==> config.mk <==
export PLATFORM = sky130hd
export DESIGN_NAME = pci_cfg_space_flat
export DESIGN_NICKNAME = d
export VERILOG_FILES = /design/src/rtl/pci_cfg_space_if.sv /design/src/rtl/pci_cfg_space.sv /design/src/flat_wrapper.sv
export SDC_FILE = /design/constraint.sdc
export NUM_CORES = 1
export LEC_CHECK = 0
export BUFFER_PORTS_ARGS = -buffer_cell sky130_fd_sc_hd__buf_2
export CORE_MARGIN = 1.5
export CORE_UTILIZATION = 45
export DETAILED_ROUTE_END_ITERATION = 10
export PLACE_DENSITY = 0.7
export SETUP_SLACK_MARGIN = 0.2
export SYNTH_ARGS = -nofsm -noshare
export SYNTH_HDL_FRONTEND = slang
export SYNTH_SLANG_ARGS = --single-unit
==> constraint.sdc <==
create_clock -name clk -period 4 [get_ports clk]
set_input_delay 0.8 -clock clk [delete_from_list [all_inputs] [get_ports clk]]
set_output_delay 0.8 -clock clk [all_outputs]
set_load 0.005 [all_outputs]
==> src/rtl/pci_cfg_space_if.sv <==
// Config-register handshake between the PCI bus interface FSM (master)
// and the type-0 header register file (slave).
interface pci_cfg_space_if;
  logic        cfg_enable;
  logic        cfg_iswrite;
  logic [5:0]  cfg_offset;
  logic [31:0] cfg_write_val;
  logic [3:0]  cfg_be;
  logic [31:0] cfg_read_val;
  logic        cfg_done;
  logic        cfg_w_err;

  modport master (
    output cfg_enable, cfg_iswrite, cfg_offset, cfg_write_val, cfg_be,
    input  cfg_read_val, cfg_done, cfg_w_err
  );

  modport slave (
    input  cfg_enable, cfg_iswrite, cfg_offset, cfg_write_val, cfg_be,
    output cfg_read_val, cfg_done, cfg_w_err
  );
endinterface

==> src/rtl/pci_cfg_space.sv <==
// Type-0 PCI configuration header for the Edu device: IDLE/ACCESS/DONE/RELEASE
// handshake, byte-enabled writes, W1C status events and BAR0 decode.
module pci_cfg_space #(
  parameter logic [15:0] VENDOR_ID        = 16'h1234,
  parameter logic [15:0] DEVICE_ID        = 16'h11E8,
  parameter logic [7:0]  REVISION_ID      = 8'h10,
  parameter logic [23:0] CLASS_CODE       = 24'hFF0000,
  parameter logic [15:0] SUBSYS_VENDOR_ID = 16'h1AF4,
  parameter logic [15:0] SUBSYS_ID        = 16'h1100,
  parameter int          BAR0_SIZE_LOG2   = 20,
  parameter logic [7:0]  INT_PIN          = 8'h01
) (
  input  logic             clk,
  input  logic             rst,
  pci_cfg_space_if.slave   cfg,
  input  logic             parity_error_detected,
  input  logic             serr_signaled,
  input  logic             int_status,
  output logic             parity_error_response_reg,
  output logic             serr_enable_reg,
  output logic             mem_space_en,
  output logic             bus_master_en,
  output logic             intx_disable,
  output logic [31:0]      bar0_base
);

  localparam logic [31:0] BAR_MASK = 32'hFFFF_FFFF << BAR0_SIZE_LOG2;
  localparam logic [15:0] CMD_MASK = 16'h0546;

  typedef enum logic [1:0] {IDLE, ACCESS, DONE, RELEASE} state_t;

  typedef struct packed {
    logic        iswrite;
    logic [5:0]  off;
    logic [31:0] wdata;
    logic [3:0]  be;
  } cfg_req_t;

  state_t      state_q;
  cfg_req_t    req_q;
  logic        done_q, w_err_q;
  logic [31:0] rd_val_q;

  logic [15:0] cmd_q, cmd_d;
  logic        pe_q, pe_d, se_q, se_d;
  logic [7:0]  cls_q, cls_d, il_q, il_d;
  logic [31:0] bar_q, bar_d;

  logic [31:0] rd_word, wmask, bemask, m;
  logic [15:0] status;
  logic        wr_en, w_err_c;

  assign status = {pe_q, se_q, 3'b000, 2'b01, 5'b00000, int_status, 3'b000};
  assign bemask = {{8{~req_q.be[3]}}, {8{~req_q.be[2]}}, {8{~req_q.be[1]}}, {8{~req_q.be[0]}}};

  always_comb begin
    rd_word = 32'h0;
    wmask   = 32'h0;
    case (req_q.off)
      6'h00: rd_word = {DEVICE_ID, VENDOR_ID};
      6'h01: begin rd_word = {status, cmd_q}; wmask = {16'hC000, CMD_MASK}; end
      6'h02: rd_word = {CLASS_CODE, REVISION_ID};
      6'h03: begin rd_word = {24'h0, cls_q}; wmask = 32'h0000_00FF; end
      6'h04: begin rd_word = bar_q; wmask = BAR_MASK; end
      6'h0B: rd_word = {SUBSYS_ID, SUBSYS_VENDOR_ID};
      6'h0F: begin rd_word = {16'h0, INT_PIN, il_q}; wmask = 32'h0000_00FF; end
      default: ;
    endcase
  end

  // Error only when something was enabled yet nothing enabled is writable.
  assign m       = wmask & bemask;
  assign w_err_c = (req_q.be != 4'hF) && (m == 32'h0);
  assign wr_en   = (state_q == ACCESS) && req_q.iswrite;

  always_comb begin
    cmd_d = cmd_q;
    cls_d = cls_q;
    bar_d = bar_q;
    il_d  = il_q;
    if (wr_en) begin
      case (req_q.off)
        6'h01: cmd_d = (cmd_q & ~m[15:0]) | (req_q.wdata[15:0] & m[15:0]);
        6'h03: cls_d = (cls_q & ~m[7:0]) | (req_q.wdata[7:0] & m[7:0]);
        6'h04: bar_d = (bar_q & ~m) | (req_q.wdata & m);
        6'h0F: il_d  = (il_q & ~m[7:0]) | (req_q.wdata[7:0] & m[7:0]);
        default: ;
      endcase
    end
    // A new event wins over a same-cycle W1C.
    pe_d = parity_error_detected |
           (pe_q & ~(wr_en && req_q.off == 6'h01 && m[31] && req_q.wdata[31]));
    se_d = serr_signaled |
           (se_q & ~(wr_en && req_q.off == 6'h01 && m[30] && req_q.wdata[30]));
  end

  always_ff @(posedge clk) begin
    if (!rst) begin
      cmd_q <= '0;
      pe_q  <= 1'b0;
      se_q  <= 1'b0;
      cls_q <= '0;
      bar_q <= '0;
      il_q  <= '0;
    end else begin
      cmd_q <= cmd_d;
      pe_q  <= pe_d;
      se_q  <= se_d;
      cls_q <= cls_d;
      bar_q <= bar_d;
      il_q  <= il_d;
    end
  end

  always_ff @(posedge clk) begin
    if (!rst) begin
      state_q  <= IDLE;
      req_q    <= '0;
      done_q   <= 1'b0;
      w_err_q  <= 1'b0;
      rd_val_q <= '0;
    end else begin
      done_q <= 1'b0;
      case (state_q)
        IDLE: if (cfg.cfg_enable) begin
          req_q   <= '{iswrite: cfg.cfg_iswrite, off: cfg.cfg_offset,
                       wdata: cfg.cfg_write_val, be: cfg.cfg_be};
          state_q <= ACCESS;
        end
        ACCESS: begin
          done_q   <= 1'b1;
          w_err_q  <= req_q.iswrite & w_err_c;
          rd_val_q <= req_q.iswrite ? 32'h0 : rd_word;
          state_q  <= DONE;
        end
        DONE:    state_q <= RELEASE;
        RELEASE: if (!cfg.cfg_enable) state_q <= IDLE;
        default: state_q <= IDLE;
      endcase
    end
  end

  assign cfg.cfg_done     = done_q;
  assign cfg.cfg_w_err    = w_err_q;
  assign cfg.cfg_read_val = rd_val_q;

  assign mem_space_en              = cmd_q[1];
  assign bus_master_en             = cmd_q[2];
  assign parity_error_response_reg = cmd_q[6];
  assign serr_enable_reg           = cmd_q[8];
  assign intx_disable              = cmd_q[10];
  assign bar0_base                 = bar_q;

endmodule

==> src/flat_wrapper.sv <==
// flat-port wrapper written by rule: the top's interface ports become plain ports
module pci_cfg_space_flat 
#(
  parameter logic [15:0] VENDOR_ID        = 16'h1234,
  parameter logic [15:0] DEVICE_ID        = 16'h11E8,
  parameter logic [7:0]  REVISION_ID      = 8'h10,
  parameter logic [23:0] CLASS_CODE       = 24'hFF0000,
  parameter logic [15:0] SUBSYS_VENDOR_ID = 16'h1AF4,
  parameter logic [15:0] SUBSYS_ID        = 16'h1100,
  parameter int          BAR0_SIZE_LOG2   = 20,
  parameter logic [7:0]  INT_PIN          = 8'h01
)
  (clk, rst, parity_error_detected, serr_signaled, int_status, parity_error_response_reg, serr_enable_reg, mem_space_en, bus_master_en, intx_disable, bar0_base, cfg_cfg_enable, cfg_cfg_iswrite, cfg_cfg_offset, cfg_cfg_write_val, cfg_cfg_be, cfg_cfg_read_val, cfg_cfg_done, cfg_cfg_w_err);
  pci_cfg_space_if cfg_i ();
  input  logic clk;
  input  logic rst;
  input  logic parity_error_detected;
  input  logic serr_signaled;
  input  logic int_status;
  output logic parity_error_response_reg;
  output logic serr_enable_reg;
  output logic mem_space_en;
  output logic bus_master_en;
  output logic intx_disable;
  output logic [31:0] bar0_base;
  input wire logic [$bits(cfg_i.cfg_enable)-1:0] cfg_cfg_enable;
  input wire logic [$bits(cfg_i.cfg_iswrite)-1:0] cfg_cfg_iswrite;
  input wire logic [$bits(cfg_i.cfg_offset)-1:0] cfg_cfg_offset;
  input wire logic [$bits(cfg_i.cfg_write_val)-1:0] cfg_cfg_write_val;
  input wire logic [$bits(cfg_i.cfg_be)-1:0] cfg_cfg_be;
  output wire logic [$bits(cfg_i.cfg_read_val)-1:0] cfg_cfg_read_val;
  output wire logic [$bits(cfg_i.cfg_done)-1:0] cfg_cfg_done;
  output wire logic [$bits(cfg_i.cfg_w_err)-1:0] cfg_cfg_w_err;
  assign cfg_i.cfg_enable = cfg_cfg_enable;
  assign cfg_i.cfg_iswrite = cfg_cfg_iswrite;
  assign cfg_i.cfg_offset = cfg_cfg_offset;
  assign cfg_i.cfg_write_val = cfg_cfg_write_val;
  assign cfg_i.cfg_be = cfg_cfg_be;
  assign cfg_cfg_read_val = cfg_i.cfg_read_val;
  assign cfg_cfg_done = cfg_i.cfg_done;
  assign cfg_cfg_w_err = cfg_i.cfg_w_err;
  pci_cfg_space #(.VENDOR_ID(VENDOR_ID), .DEVICE_ID(DEVICE_ID), .REVISION_ID(REVISION_ID), .CLASS_CODE(CLASS_CODE), .SUBSYS_VENDOR_ID(SUBSYS_VENDOR_ID), .SUBSYS_ID(SUBSYS_ID), .BAR0_SIZE_LOG2(BAR0_SIZE_LOG2), .INT_PIN(INT_PIN)) u_core (.clk(clk), .rst(rst), .cfg(cfg_i), .parity_error_detected(parity_error_detected), .serr_signaled(serr_signaled), .int_status(int_status), .parity_error_response_reg(parity_error_response_reg), .serr_enable_reg(serr_enable_reg), .mem_space_en(mem_space_en), .bus_master_en(bus_master_en), .intx_disable(intx_disable), .bar0_base(bar0_base));
endmodule
==> results of run 1 <==
-- layer usage --
layer,up-vias,wire length [um],global-route usage [%]
met5,-,0,0
met4,0,272,9.03
met3,19,634,4.97
met2,122,5200,33.2
met1,1808,5200,28.6
li1,1912,-,-
-- worst max-delay path: cells and delay by family (launching register included) --
kind / cells / cell delay [ns]
AO/OA/AOI/OAI: 2 / 0.80
flip-flops: 1 / 0.34
AND/OR/NAND/NOR: 2 / 0.90
adder cells (fa/ha/maj): 1 / 0.57
buffers and inverters: 1 / 0.12
-- cell families after synthesis --
group / after synthesis
compound gates: 122
xor+xnor: 1
fa+ha+maj: 5
buf+inv: 56
flops: 112
mux: 30
other cells: 1
simple gates: 197
-- cell type report --
| class | instances | area [um^2] | share of cell area (%) |
|---|---|---|---|
| Sequential cell | 112 | 2240 | 42.8 |
| Multi-Input combinational cell | 371 | 2110 | 40.2 |
| Tap cell | 133 | 166 | 3.18 |
| Clock buffer | 10 | 138 | 2.63 |
| Inverter | 7 | 26.3 | 0.502 |
| Timing Repair Buffer | 96 | 488 | 9.32 |
| Clock inverter | 6 | 67.6 | 1.29 |
-- synth_stat cells, types with 2 or more instances --
cell type	count
a211oi_1	6
a21oi_1	67
a221oi_1	4
a222oi_1	3
a22oi_1	3
a31oi_1	6
a32oi_1	5
and2_1	18
buf_1	2
buf_2	6
buf_4	17
clkbuf_1	24
dfxtp_1	112
ha_1	5
inv_1	7
mux2_2	3
mux2i_1	27
nand2_1	93
nand3_1	12
nor2_1	37
nor2b_1	13
nor3_1	4
nor3b_1	2
nor4_1	2
o21a_1	3
o21ai_0	22
o41ai_1	2
-- final timing paths --
kind	from	end	slack, ns	cells past startpoint
max	u_core.state_q[1]$_SDFFE_PN0P_	u_core.cfg.cfg_read_val[21]$_SDFFE_PN0P_	1.17	6
min	u_core.req_q[24]$_SDFFE_PN0P_	u_core.req_q[24]$_SDFFE_PN0P_	0.46	2
max reg2reg	u_core.state_q[1]$_SDFFE_PN0P_	u_core.cfg.cfg_read_val[21]$_SDFFE_PN0P_	1.17	6
min reg2reg	u_core.req_q[24]$_SDFFE_PN0P_	u_core.req_q[24]$_SDFFE_PN0P_	0.46	2
-- per-stage QoR --
step	util (%)	std cells	power (mW)	cell area, um^2
floorplan	-	539	1.85	4630
global placement	51.2	719	2.02	5030
detailed placement	51.2	719	2.05	5030
CTS	53.3	735	2.73	5240
global route	53.3	735	2.88	5240
finish	53.3	735	2.73	5240
-- power groups by stage --
stage                     logic [mW]  clock network, mW  registers (mW)
after global placement         0.664                  0            1.36
after floorplan                0.524                  0            1.32
after CTS                      0.690              0.706            1.34
after detailed placement       0.687                  0            1.36
after global routing           0.774              0.752            1.36
final                          0.688              0.695            1.34
==> metrics.md, run 1 <==
| Metric | Value |
|---|---|
| Status | completed |
| Initial antenna violation count | 0 |
| CP max FO | 15 |
| Post-cts resize count | 0 |
| Synth async-reset ratio | 0% |
| Post-synth design cell area | 0.00457 mm^2 |
| Dpl hpwl | 7890 um |
| Compound-Gate Fraction of Synth Area | 15.6% |
| Fmax | roughly 350 MHz |
| Total track usage | 21.4% |
| Post-DRT Antenna Nets | 0 |
| Slowest cell delay on critical path | 0.57 ns |
| Largest net degree at the start of global routing | 47 |
| CTS tree | done |
| # fillers | 945 |
| Via Count | 3,861 |
| Clock power frac | between 20% and 30% |
| Htree depth | 3 |
| Syn_area_per_cell | 8.73 um^2 |
| Slew HR | 20.5% |
| Critical path launch point type | register |
| Least-Margin Pin Slew | around 1.2 ns |
| Final #Nets | 651 |
| Leakage | 2.15 nW |
| Mapped Cells | 524 |
| CTS Hold Bufs | 0 |
| I/O Pins | 120 |
| RSZ-0062 raised after global routing | no |
| First-pass GRT wire length | roughly 18,000 um |
| Clk sink count | between 100 and 150 |
| Synth Area in XOR/XNOR | less than 1% |
| Top-area cell type share of the netlist area | 49.0% |
| Most area-consuming cells after synthesis | dfxtp_1 49%, nand2_1 7.6%, a21oi_1 7.3%, mux2i_1 5.9%, nor2_1 3.0% |
| Total CTS buffers | 9 |
| Clock Tree Root | clkbuf_8 |
| DRT iter0 DRCs | 250 |
| Clk pin slew, worst setup/hold paths | 0.10 ns |
| Worst Path Required | 4.30 ns |
| Hold Violations, Final | 0 |
| TritonRoute pass-1 iters | 5 |
| Post-Synth Adder-Cell Area | roughly 1.4% |
| Drt drc | 0 |
| Setup TNS | 0 ns |
| Power share of the sequential group | about half |
| Final period utilization | between 70% and 80% |
| Area delta synth->final | 14.4% |
| Largest family of logic cells by synthesized area | simple AND/OR/NAND/NOR gates |
| Post-synth EDFFs | 0 |
| Top FF cell, synth | dfxtp_1 |
| Mux cell area share after synthesis | 6.65% |
| Net Switching | between 0.9 and 1 mW |
| Post-Synth Simple-Gate Area | 20.9% |
| Flops & latches, synth | 112 |
| Share of layout cells above drive strength 1 | 20.4% |
| Most common cell after layout, fill and taps aside | dfxtp_1 |
| Hold Slack | approximately 0.46 ns |
| CP max-delay cell | ha_1 |
| Final min period | 2.83 ns |
| Rows | 36 |
| Initial Util | 46.6% |
| Synth area leader | dfxtp_1 |
| Hold Path Class | reg2reg |
| Synth Warn # | 0 |
| Count of final setup violators | 0 |
| Max Root-Sink Buffers | 2 |
| Inserted Diodes | 0 |
| Max-cap violations | 0 |
| Vias in the first global route | 3,688 |
| Commonest non-fill, non-tap cells in the layout | 112 x dfxtp_1, 93 x nand2_1, 93 x buf_2, 67 x a21oi_1, 37 x nor2_1 |
| GRT overflow | 0 |
| Clk_lat worst skew | 0.39 ns |
| Die X | 104 um |
| Die area | 0.0108 mm^2 |
| Post-Place Worst Slack | roughly 1.2 ns |
| Sequential share of the synthesized area | around half |
| Via-per-instance ratio | ~5.3 |
| Count of final max-slew check failures | 0 |
| Die Span Y | 104 um |
| Post-CTS Setup Bufs | 0 |
| GPL Wtd Cong | roughly 0.83 |
| Synth unique cells | 46 |
| Worst EP arrival | 3.13 ns |
| Core ar. | 0.00982 mm^2 |
| Min setup slack post-route | 1.17 ns |
| Peak supply drop | between 0.0003 and 0.0004 V |
| Final wirelength | 11,300 um |
| PortBufs | between 90 and 100 |
| Worst Clk Skew | 0.0129 ns |
| Cell-internal power | 1.77 mW |
| Cell Pwr Density | 521 mW/mm^2 |
| Switch share | 35.1% |
| Combinational Power Share | about a quarter |
| Wire per inst | 15.4 um |
| Critical Path Sink Type | register |
| Crit path cell chain | inv_1 -> ha_1 -> or4b_1 -> a221oi_2 -> nand2_1 -> o21ai_0 |
| Worst setup path category | reg2reg |
Note: power is estimated with default switching activity, not from simulation.
==> run 2, diff against run 1 <==
--- a/config.mk
+++ b/config.mk
@@ -9,7 +9,7 @@
 export CORE_MARGIN = 1.5
 export CORE_UTILIZATION = 45
 export DETAILED_ROUTE_END_ITERATION = 10
-export PLACE_DENSITY = 0.7
+export PLACE_DENSITY = 0.72
 export SETUP_SLACK_MARGIN = 0.2
 export SYNTH_ARGS = -nofsm -noshare
 export SYNTH_HDL_FRONTEND = slang
==> constraint.sdc (replaced) <==
create_clock -name clk -period 2.6 [get_ports clk]
set_input_delay 0.52 -clock clk [delete_from_list [all_inputs] [get_ports clk]]
set_output_delay 0.52 -clock clk [all_outputs]
set_load 0.005 [all_outputs]
==> run 2 against run 1 <==
  * Cell count grew 1.5%
  * Sequential share of layout area fell by 0.72 points
  * Final area grew 1.7%
  * Clock skew shrank 0.0063 ns
  * Worst setup slack got worse by 0.79 ns
==> metrics.md, run 2 (synthesized netlist as in run 1, its figures left out) <==
| Metric | Value |
|---|---|
| Status | completed |
| Drt drc | 0 (unchanged) |
| Count of final max-slew check failures | 0 (unchanged) |
| Post-CTS Setup Bufs | 0 (unchanged) |
| Clk sink count | 112 (unchanged) |
| Setup TNS | 0 ns (unchanged) |
| Hold Path Class | in2reg |
| Fin area | 0.00533 mm^2 (+1.7%) |
| Register area | 0.00224 mm^2 (unchanged) |
| Multi-input gate area | 0.00211 mm^2 (unchanged) |
| Slew HR | 44.0% (+23 points) |
| CP max FO | 11 (-4) |
| GRT overflow | 0 (unchanged) |
| Initial antenna violation count | 0 (unchanged) |
| Inserted Diodes | 0 (unchanged) |
| Most common cell after layout, fill and taps aside | dfxtp_1 |
| # fillers | 970 (+2.6%) |
| CTS tree | done |
| Critical Path Start | u_core.req_q[39]$_SDFFE_PN0P_ |
| Dpl hpwl | 7860 um (-0.38%) |
| Crit path cell chain | or4_1 -> nor3_4 -> buf_4 -> mux2i_1 -> nor2_1 |
| Leakage | 2.21 nW (+2.7%) |
| Final #Nets | 662 (+1.7%) |
| Initial Util | 46.6% (unchanged) |
| Die Span Y | 104 um (unchanged) |
| Reg2Reg Setup Slack | 0.38 ns (-0.79 ns) |
| Worst Clk Skew | 0.00657 ns (-0.00629 ns) |
| Via-per-instance ratio | 5.24 (-0.28%) |
| Rows | 36 (unchanged) |
| Die X | 104 um (unchanged) |
| WHS Path Cells | 2 (unchanged) |
| FF-to-FF Start | u_core.req_q[39]$_SDFFE_PN0P_ |
| Core ar. | 0.00982 mm^2 (unchanged) |
| Final period utilization | 85.3% (+15 points) |
| Worst setup path category | reg2reg |
| Hold endpoint | u_core.pe_q$_SDFF_PN0_ |
| Vias in the first global route | 3,704 (+0.43%) |
| Fmax | 451 MHz (+28%) |
| RSZ-0062 raised after global routing | no |
| Hold Violations, Final | 0 (unchanged) |
| Htree depth | 3 (unchanged) |
| Worst Path Required | 2.84 ns (-1.46 ns) |
| Post-DP Area | 0.00512 mm^2 (+1.9%) |
| Total CTS buffers | 9 (unchanged) |
| I/O Pins | 120 (unchanged) |
| First-pass GRT wire length | 18,300 um (-0.94%) |
| PortBufs | 93 (unchanged) |
| Share of layout cells above drive strength 1 | 21.4% (+0.94 points) |
| Critical Path Sink Type | register |
| Via Count | 3,908 (+1.2%) |
| Peak supply drop | 0.000661 V (+98%) |
| Slowest cell delay on critical path | 0.72 ns (+0.15 ns) |
| Largest net degree at the start of global routing | 77 (+64%) |
| TritonRoute pass-1 iters | 5 (unchanged) |
| Clock Tree Root | clkbuf_8 |
| Critical path launch point type | register |
| CTS Hold Bufs | 0 (unchanged) |
| Max Root-Sink Buffers | 2 (unchanged) |
| Clk pin slew, worst setup/hold paths | 0.10 ns (about the same) |
| Post-cts resize count | 0 (unchanged) |
| Count of final setup violators | 0 (unchanged) |
| Area delta synth->final | 16.4% |
| Total track usage | 21.2% (-0.24 points) |
| Commonest non-fill, non-tap cells in the layout | 112 x dfxtp_1, 93 x nand2_1, 93 x buf_2, 67 x a21oi_1, 37 x nor2_1 |
| Final min period | 2.22 ns (-0.611 ns) |
| Wire per inst | 15.1 um (-2.0%) |
| Post-DRT Antenna Nets | 0 (unchanged) |
| Die area | 0.0108 mm^2 (unchanged) |
| DRT iter0 DRCs | 176 (-30%) |
| CP max-delay cell | or4_1 |
| Final wirelength | 11,200 um (-0.57%) |
| Max-cap violations | 0 (unchanged) |
| GPL Wtd Cong | 0.802 (-3.1%) |
| Hold_sp | parity_error_detected |
| Least-Margin Pin Slew | 0.838 ns (-0.356 ns) |
| R2R depth | 5 (-1) |
| Cell Pwr Density | 795 mW/mm^2 (+53%) |
| Clk_lat worst skew | 0.38 ns (about the same) |
| Worst EP arrival | 2.45 ns (-0.68 ns) |
## run 2: cell count changes in the layout (fill, tap and decap cells not counted), sizes merged
cell,previous run,this run
buf,96,107
clkbuf,10,14
clkinv,2,0
clkinvlp,2,1
inv,8,7
## run 2: layout make-up
| class | instances | area share (%) |
|---|---|---|
| clock inverter | 2 | 0.705 |
| inverter | 7 | 0.493 |
| timing repair buffer | 107 | 10.9 |
| multi-input combinational | 371 | 39.6 |
| sequential | 112 | 42.1 |
| clock buffer | 14 | 3.05 |
| tap | 133 | 3.13 |
## run 2: metrics by stage
step,setup slack (ns),instances,hold WS [ns],util [%],power [mW]
2_1_floorplan,0.751,539,0.426,-,2.84
3_3_place_gp,0.486,730,0.435,52.2,3.17
3_5_place_dp,0.420,730,0.445,52.2,3.22
4_1_cts,0.395,746,0.349,54.2,4.26
5_1_grt,0.252,746,0.352,54.2,4.49
6_report,0.382,746,0.359,54.2,4.23
## run 2: how the worst max path moves through the flow
stage	cells after the start	slack [ns]	end
floorplan	7	0.75	u_core.cfg.cfg_read_val[30]$_SDFFE_PN0P_
global placement	5	0.49	register
detailed placement	7	0.42	u_core.cfg.cfg_read_val[22]$_SDFFE_PN0P_
CTS	7	0.40	u_core.cfg.cfg_read_val[22]$_SDFFE_PN0P_
global route	7	0.25	u_core.cfg.cfg_read_val[21]$_SDFFE_PN0P_
finish	5	0.38	register
## run 2: report_power, final
part           switching [mW]  leakage, nW  internal, mW
Combinational           0.723         1.21         0.407
Clock                   0.545       0.0969         0.500
Sequential              0.164        0.909          1.89
## run 2: routing by layer
layer,vias up,GRT usage (%),share of wire (%)
met4,0,8.63,1.9
met2,133,33.2,47
li1,1934,-,-
met3,18,4.97,5.6
met1,1823,28.1,45
met5,-,0,0
## run 2: critical path, delay by kind of cell (launching register included)
| family | cells | cell delay (ns) |
|---|---|---|
| simple gates | 3 | 1.18 |
| flops | 1 | 0.44 |
| mux | 1 | 0.23 |
| buf+inv | 1 | 0.23 |
